<file path="config.mk">
export PLATFORM = sky130hd
export DESIGN_NAME = ks_pipe_sub
export DESIGN_NICKNAME = d
export VERILOG_FILES = /design/src/rtl/ks_pipe_sub.sv
export SDC_FILE = /design/constraint.sdc
export NUM_CORES = 1
export LEC_CHECK = 0
export CORE_MARGIN = 2
export CORE_UTILIZATION = 48
export DETAILED_ROUTE_END_ITERATION = 16
export GPL_TIMING_DRIVEN = 1
export PLACE_DENSITY = 0.65
export SLEW_MARGIN = 20
export SYNTH_ARGS = -nofsm -noshare
export SYNTH_HDL_FRONTEND = slang
export SYNTH_SLANG_ARGS = --single-unit
</file>
<file path="constraint.sdc">
create_clock -name clk_i -period 2.9 [get_ports clk_i]
set_clock_uncertainty 0.2 [all_clocks]
set_input_delay 0.435 -clock clk_i [delete_from_list [all_inputs] [get_ports clk_i]]
set_output_delay 0.435 -clock clk_i [all_outputs]
set_load 0.005 [all_outputs]
</file>
<file path="src/rtl/ks_pipe_sub.sv">
// Pipelined Kogge-Stone subtractor computing a + ~b + 1, one register stage per prefix level.
// Define KS_SUB_FLAGS_EN to build the zero/overflow flags; otherwise out_zero_o/out_ovf_o are tied low.
module ks_pipe_sub #(
    parameter int WIDTH = 16
) (
    input  logic             clk_i,
    input  logic             rst_i,
    input  logic             in_valid_i,
    output logic             in_ready_o,
    input  logic [WIDTH-1:0] in_a_i,
    input  logic [WIDTH-1:0] in_b_i,
    output logic             out_valid_o,
    input  logic             out_ready_i,
    output logic [WIDTH-1:0] out_diff_o,
    output logic             out_borrow_o,
    output logic             out_zero_o,
    output logic             out_ovf_o
);
    localparam int LEVELS = $clog2(WIDTH);

    logic                       adv;
    logic [LEVELS:0]            v_q, v_d;
    logic [LEVELS:0][WIDTH-1:0] g_q, g_d;
    logic [LEVELS:0][WIDTH-1:0] p_q, p_d;
    // Group propagate is only consumed up to the level before the last.
    logic [LEVELS-1:0][WIDTH-1:0] gp_q, gp_d;
    logic                       out_valid_q;
    logic [WIDTH-1:0]           diff_q, diff_d;
    logic                       borrow_q, borrow_d;

    // One global enable freezes every stage while the consumer stalls.
    assign adv        = ~out_valid_q | out_ready_i;
    assign in_ready_o = adv;

    always_comb begin
        // NOTE: every comb output gets a full default before the loops, so no latch can be inferred.
        v_d  = '0;
        g_d  = g_q;
        p_d  = p_q;
        gp_d = gp_q;

        v_d[0]    = in_valid_i;
        p_d[0]    = in_a_i ^ ~in_b_i;
        g_d[0]    = in_a_i & ~in_b_i;
        g_d[0][0] = g_d[0][0] | p_d[0][0];
        gp_d[0]   = p_d[0];

        for (int k = 1; k <= LEVELS; k++) begin
            v_d[k] = v_q[k-1];
            p_d[k] = p_q[k-1];
            g_d[k] = g_q[k-1];
            for (int i = (1 << (k - 1)); i < WIDTH; i++) begin
                g_d[k][i] = g_q[k-1][i] | (gp_q[k-1][i] & g_q[k-1][i - (1 << (k - 1))]);
            end
        end

        for (int k = 1; k < LEVELS; k++) begin
            gp_d[k] = gp_q[k-1];
            for (int i = (1 << (k - 1)); i < WIDTH; i++) begin
                gp_d[k][i] = gp_q[k-1][i] & gp_q[k-1][i - (1 << (k - 1))];
            end
        end

        diff_d   = p_q[LEVELS] ^ {g_q[LEVELS][WIDTH-2:0], 1'b1};
        borrow_d = ~g_q[LEVELS][WIDTH-1];
    end

`ifdef KS_SUB_FLAGS_EN
    logic [LEVELS:0] am_q, am_d, bm_q, bm_d;
    logic            zero_q, zero_d, ovf_q, ovf_d;

    always_comb begin
        am_d    = {am_q[LEVELS-1:0], in_a_i[WIDTH-1]};
        bm_d    = {bm_q[LEVELS-1:0], in_b_i[WIDTH-1]};
        zero_d  = (diff_d == '0);
        ovf_d   = (am_q[LEVELS] != bm_q[LEVELS]) & (diff_d[WIDTH-1] != am_q[LEVELS]);
    end

    always_ff @(posedge clk_i) begin
        if (rst_i) begin
            zero_q <= 1'b0;
            ovf_q  <= 1'b0;
        end else if (adv) begin
            zero_q <= zero_d;
            ovf_q  <= ovf_d;
        end
    end

    always_ff @(posedge clk_i) begin
        if (adv) begin
            am_q <= am_d;
            bm_q <= bm_d;
        end
    end

    assign out_zero_o = zero_q;
    assign out_ovf_o  = ovf_q;
`else
    assign out_zero_o = 1'b0;
    assign out_ovf_o  = 1'b0;
`endif

    always_ff @(posedge clk_i) begin
        // NOTE: state registers use non-blocking assignments so all stages shift on the same edge.
        if (rst_i) begin
            v_q         <= '0;
            out_valid_q <= 1'b0;
            diff_q      <= '0;
            borrow_q    <= 1'b0;
        end else if (adv) begin
            v_q         <= v_d;
            out_valid_q <= v_q[LEVELS];
            diff_q      <= diff_d;
            borrow_q    <= borrow_d;
        end
    end

    // NOTE: in-flight operand data is qualified by the valid bits, so it is left unreset.
    always_ff @(posedge clk_i) begin
        if (adv) begin
            g_q  <= g_d;
            p_q  <= p_d;
            gp_q <= gp_d;
        end
    end

    assign out_valid_o  = out_valid_q;
    assign out_diff_o   = diff_q;
    assign out_borrow_o = borrow_q;
endmodule

</file>
==> metrics list, run 1 <==
- The run finished with clean final reports.
- Starting density of the core: between 40% and 50%
- Static power due to leakage: approximately 3.8 nW
- Number of fillers in the final layout: around 1200
* Overall global routing resource usage: 12.67%
- Clock slew at reported path FFs: 0.06 ns
- Leading cell type in the layout, fill and taps excluded: sky130_fd_sc_hd__edfxtp_1
- The initial antenna violation count is 0.
- STA puts the critical path data required time at 2.27 ns.
- The library cells used most frequently in the layout, excluding fill and tap cells, are 194 x sky130_fd_sc_hd__edfxtp_1, 54 x sky130_fd_sc_hd__clkdlybuf4s50_1, 49 x sky130_fd_sc_hd__a21o_1.
- Global-route wire length before repair: 16850 µm
- Clock tree synthesis inserted a total of 22 buffers.
- CTS saw 217 sinks.
- Cell area after layout: 9198 µm²
- Root buf cell: sky130_fd_sc_hd__clkbuf_16
- Post-layout minimum cycle time: 2.398 ns
- At the pin with the least slew margin, the transition time is around 0.84 ns.
- The final critical path takes up 82.69% of the cycle.
- Finish-stage setup viols: 0
- Port-buffer cells: 54
- The later pin in the worst-skew pair is clocked with a latency of between 0.4 and 0.5 ns.
* Average wire length per cell after detail routing: ~14 µm
* Floorplan die area: around 17000 µm²
* Final estimated routing congestion in global placement: 0.7384
- By startpoint and endpoint, the worst setup path is classified as in2out.
- Vias per std cell: 4.694
- In the final layout, the share of cells above drive strength 1 is 7.415%.
* Crit path DAT: 1.76 ns
* Standard-cell rows: 46
- From bottom edge to top edge, the die measures 130.0 µm.
* Power density cells: 784.4 nW/µm²
- The min-delay analysis places its worst path in the category reg2reg.
- Max-cap violations in this run came to 0.
* Biggest area consumer among synthesized cells: sky130_fd_sc_hd__edfxtp_1
- Boundary pin count: 57
- The number of endpoints with negative hold slack in the final report is 0.
- Post-CTS setup buffer count: 0
* Netlist cell types: 18
- Post-Route Utilization: 58.54%
- Along the worst path, the maximum fanout reaches 7.
* Total number of H-tree levels: 1
- Counting along the longest clock path gives a buffer depth of 3.
* Fraction of post-synthesis cell area in the top cell type by area: 76.50%
* Setup repair after global routing missed its margin: false
- Worst Setup Start Kind: primary input
* Flops & latches, synth: roughly 220
- Including well taps, the total number of placed cells is a little under 700.
- Core Box Area: approximately 16000 µm²
* Cts hold-fix bufs: 0
- In this run the horizontal extent of the chip is roughly 130 µm.
* Max rail drop VDD: 0.4067 mV
- Total number of yosys warnings: 0
- Achievable frequency: 417.0 MHz
* CTS tree: built
* Number of diodes added for antenna fixing: 0
- Maximum number of pins on one net before global-route repair: 123
* Number of slew-limit violations in the final report: 0
- Number of global-route vias before repair: 3359
- Vias after detailed routing: 3356
- HPWL after detailed placement: between 6000 and 7000 µm
- Setup TNS Final: 0 ns
* Cell types occupying the most area after synthesis: sky130_fd_sc_hd__edfxtp_1 77%, sky130_fd_sc_hd__dfxtp_1 6.0%, sky130_fd_sc_hd__a21o_1 4.8%, sky130_fd_sc_hd__and2_1 2.8%, sky130_fd_sc_hd__ha_1 2.6%
- Area of placed instances: 8417 µm²
* Initial DRT Pass Iterations: 4
- At the end of the flow, the number of nets in the layout was 535.
- Post-cts gate resize count: 0
- Total overflow reported by the global router: 0
- After detailed routing, the number of remaining DRC violations is 0.
- After synthesis the cells add up to 7615 µm².
- The worst register-to-register path has a setup slack of 1.23 ns.
- Non-filler cells, final: around 720
- Worst relative slew slack: 43.54%
* First DRT Iteration DRCs: 258
- The area growth from synthesis to layout is 20.79%.
- Post-Syn Instances: between 400 and 500
- Dividing the synthesized area by the synthesized cell count gives 18.57 µm².
* Post-detailed-route count of antenna-violating nets: 0
- For this block, the routed nets add up to 10080 µm of wire.
- Share of the yosys chip area belonging to registers: 82.55%
- Sort of element at the end of the critical path: primary output
-- logic make-up after synthesis --
| family | after synthesis | share of synthesized area (%) |
|---|---|---|
| flip-flops | 217 | 82.55 |
| AND/OR/NAND/NOR | 64 | 4.404 |
| adder cells (fa/ha/maj) | 16 | 2.629 |
| XOR/XNOR | 15 | 1.725 |
| AO/OA/AOI/OAI | 71 | 6.967 |
| other | 1 | 0.04925 |
| buffers and inverters | 26 | 1.676 |
-- synth_stat cells, drive strengths merged --
master,instances
a21oi,5
nand2,10
and2,34
xnor2,15
ha,16
edfxtp,194
a211oi,17
conb,1
dfxtp,23
buf,6
nor2b,1
clkbuf,2
a21o,49
inv,18
nor2,19
-- metrics by stage --
step / hold WS [ns] / setup slack, ns / power (W)
finish: 0.2134 / 0.5020 / 0.007214
global route: 0.2230 / 0.4466 / 0.007512
CTS: 0.2161 / 0.4636 / 0.007311
detailed placement: 0.2045 / 0.4715 / 0.004318
global placement: 0.2038 / 0.4695 / 0.004299
floorplan: 0.2003 / 0.7136 / 0.004101
-- path summary, 6_finish.rpt --
path	depth (start not counted)	end	from
worst min-delay path	0	p_d[79]$_DFFE_PP_	p_d[63]$_DFFE_PP_
worst min register to register	0	p_d[79]$_DFFE_PP_	p_d[63]$_DFFE_PP_
worst max-delay path	4	in_ready_o	out_ready_i
worst max register to register	3	g_q[14]$_DFFE_PP_	out_valid_o$_SDFFE_PP0P_
-- report_power, final --
group	internal, W	total [W]	switching (W)
clock	0.00189	0.00297	0.00108
sequential	0.00377	0.00392	0.000155
combinational	0.000218	0.000317	0.0000989
-- registers in the layout, indices dropped and copies added (netlist names), 5 cells and up --
name	count
gp_q	49
p_d	48
g_d	15
v_q	5
out_diff_o	16
p_q	16
g_q	65
-- area by class of cell --
cell class	instances	area [µm²]	share of cell area, %
clock buffers	27	590.6	6.421
clock inverters	13	190.2	2.068
inverters	18	75.07	0.8162
multi-input cells	168	1205	13.10
flip-flops and latches	217	6286	68.34
well taps	216	270.3	2.938
repair buffers	56	580.6	6.312
-- routing by layer --
metal  global-route usage, %  wire, µm  vias to the layer above
met1                   17.18      4387                     1590
met3                   2.747       510                       19
met2                   20.73      4958                       74
met4                   4.111       221                        0
li1                        -         -                     1673
met5                       0         0                        -
-- worst max-delay path: stages --
cell,delay [ns]
sky130_fd_sc_hd__clkdlybuf4s50_1,0.45
sky130_fd_sc_hd__nor2b_4,0.26
sky130_fd_sc_hd__inv_8,0.07
sky130_fd_sc_hd__clkdlybuf4s50_1,0.54
(Power assumes the default switching activity.)
==> run 2: changes to the inputs <==
==> constraint.sdc (replaced) <==
create_clock -name clk_i -period 2.45 [get_ports clk_i]
set_clock_uncertainty 0.2 [all_clocks]
set_input_delay 0.3675 -clock clk_i [delete_from_list [all_inputs] [get_ports clk_i]]
set_output_delay 0.3675 -clock clk_i [all_outputs]
set_load 0.005 [all_outputs]
==> metrics list, run 2 (synthesized netlist as in run 1, its figures left out) <==
- Vias per std cell: 4.691 (about the same)
- The flow ran to the end, and the final reports show no timing, DRC or antenna violations.
* Final estimated routing congestion in global placement: 0.7171 (-2.9%)
- Core Box Area: 15710 µm² (unchanged)
* DRT Wirelength: 10090 µm (about the same)
- The chip height is 130.0 µm (unchanged).
- Antenna violations before repair: 0 (unchanged)
- The port buffer count is 54 (unchanged).
- Clock sinks: 217 (unchanged)
* Non-filler cells, final: 718 (+0.42%)
- Crit path DAT: 1.64 ns (-0.12 ns)
- Clock insertion delay at the later pin of the skew report: 0.48 ns (about the same)
- CTS tree: built
* Layout Nets: 538 (+0.56%)
- The library cell used most frequently in the layout, excluding fill and tap cells, is sky130_fd_sc_hd__edfxtp_1.
- The power density normalized to cell area is 885.9 nW/µm² (+13%).
- Clock buffer depth: 3 (unchanged)
* Post-cts gate resize count: 0 (unchanged)
- The critical-path maximum fanout came to 7 (unchanged).
- The required time of the worst setup path is 1.88 ns (-0.39 ns).
- Most frequent cells in the layout: 194 x sky130_fd_sc_hd__edfxtp_1, 54 x sky130_fd_sc_hd__clkdlybuf4s50_1, 49 x sky130_fd_sc_hd__a21o_1
- Cell at the slowest stage of the critical path: sky130_fd_sc_hd__clkdlybuf4s50_1
- Standard-cell rows: 46 (unchanged)
* Global-route wire length before repair: 16630 µm (-1.3%)
- The register with the most flip-flops in the final layout is g_q.
- Number of global-route vias before repair: 3418 (+1.8%)
* Cts hold-fix bufs: 0 (unchanged)
- The die footprint is 16890 µm² (unchanged).
- Final-report hold violation count: 0 (unchanged)
- The placed cell count is 678 (+0.44%).
- After layout, the minimum clock period comes to 2.205 ns.
- Boundary pin count: 57 (unchanged)
* Vias after detailed routing: 3368 (+0.36%)
- Worst Setup Start Kind: register
- The flip-flop count of the largest register, all copies and words added is 65 (unchanged).
* Worst hold path type: reg2reg
- Number of slew-limit violations in the final report: 0 (unchanged)
* Total buffers and inverters traversed by the critical path: 2 (-1)
- The clock transition at the register clock pins on the worst setup and hold paths after CTS is 0.06 ns (about the same).
- Number of DRC violations after detailed routing: 0 (unchanged)
* Total overflow reported by the global router: 0 (unchanged)
* Initial DRT Pass Iterations: 4 (unchanged)
- Total number of H-tree levels: 1 (unchanged)
* Post-detailed-route count of antenna-violating nets: 0 (unchanged)
- The maximum number of pins on one net before global-route repair came to 91 (-26%).
- STA classifies the critical path endpoint as a primary output.
- The maximum VDD drop came to 0.4775 mV (+17%).
- First DRT Iteration DRCs: 170 (-34%)
- The fraction of final layout cells sized beyond drive strength 1 was 7.570% (+0.15 points).
- Total power: 0.008085 W (+12%)
- Horizontal extent of the die: 130.0 µm (unchanged)
* Setup TNS Final: 0 ns (unchanged)
* Setup repair after global routing missed its margin: false
- The antenna diode count came to 0 (unchanged).
* Overall global routing resource usage: 12.53% (-0.14 points)
- Post-CTS setup buffer count: 0 (unchanged)
- Root buf cell: sky130_fd_sc_hd__clkbuf_16
* Static power due to leakage: 3.740 nW (-0.71%)
- HPWL after detailed placement: 6509 µm (+2.1%)
* CP peak stage delay: 0.48 ns (-0.06 ns)
- Starting density of the core: 48.46% (unchanged)
- Worst Setup Path Type: reg2out
- Area overhead of the layout relative to synthesis: 19.85%
* Finish-stage setup viols: 0 (unchanged)
- Num CTS Buffers: 22 (unchanged)
- Sequence of cells on the critical path: nor2b_4 -> inv_8 -> clkdlybuf4s50_1
- The wire length per cell came to 14.05 µm (-0.32%).
- Family of cells with the greatest summed delay on the critical path: buffers and inverters
* Number of maximum-capacitance constraint violations: 0 (unchanged)
- Static timing analysis puts the maximum clock frequency at 453.5 MHz.
- Period utilization: 90.01%
run 2: area by class of cell:
type	instances	area, µm²
clock inverter	13	83.83
multi-input combinational	168	1205
fill	1192	6586
timing repair buffer	59	615.6
inverter	18	75.07
tap	216	270.3
clock buffer	27	590.6
sequential	217	6286
run 2: per-layer routing:
metal / track usage [%] / vias up / routed length, µm
li1: - / 1679 / -
met1: 16.72 / 1600 / 4389
met2: 20.91 / 76 / 5013
met3: 2.665 / 13 / 523
met4: 3.922 / 0 / 161
met5: 0 / - / 0
run 2: final timing paths:
check	end	startpoint	slack [ns]	cells past startpoint
hold / removal	p_q[74]$_DFFE_PP_	p_d[74]$_DFFE_PP_	0.21	0
setup reg to reg	gp_q[6]$_DFFE_PP_	out_valid_o$_SDFFE_PP0P_	0.68	4
hold reg to reg	p_q[74]$_DFFE_PP_	p_d[74]$_DFFE_PP_	0.21	0
setup / recovery	in_ready_o	out_valid_o$_SDFFE_PP0P_	0.24	3
run 2: where the power goes:
group | switching [W] | total, W | leakage [nW] | internal, W
clock | 0.00125 | 0.00306 | 0.329 | 0.00181
sequential | 0.000186 | 0.00465 | 2.32 | 0.00446
combinational | 0.000121 | 0.000380 | 1.09 | 0.000260
total | 0.00155 | 0.00808 | 3.74 | 0.00653
run 2: per-stage QoR:
step	cell area [µm²]	util, %	hold WS, ns	setup WS (ns)
after global placement	8452	53.79	0.2025	0.2028
after detailed placement	8452	53.79	0.2045	0.1782
final	9126	58.08	0.2122	0.2448
after global routing	9126	58.08	0.2115	0.1537
after floorplan	7619	-	0.2003	0.3263
after CTS	9126	58.08	0.2141	0.1847
==> run 3: changes to the inputs <==
--- a/config.mk
+++ b/config.mk
@@ -8,7 +8,6 @@
 export CORE_MARGIN = 2
 export CORE_UTILIZATION = 48
 export DETAILED_ROUTE_END_ITERATION = 16
-export GPL_TIMING_DRIVEN = 1
 export PLACE_DENSITY = 0.65
 export SLEW_MARGIN = 20
 export SYNTH_ARGS = -nofsm -noshare
==> results of run 3 <==
Same layout as run 2: the final DEF is identical, and so are final timing and power.
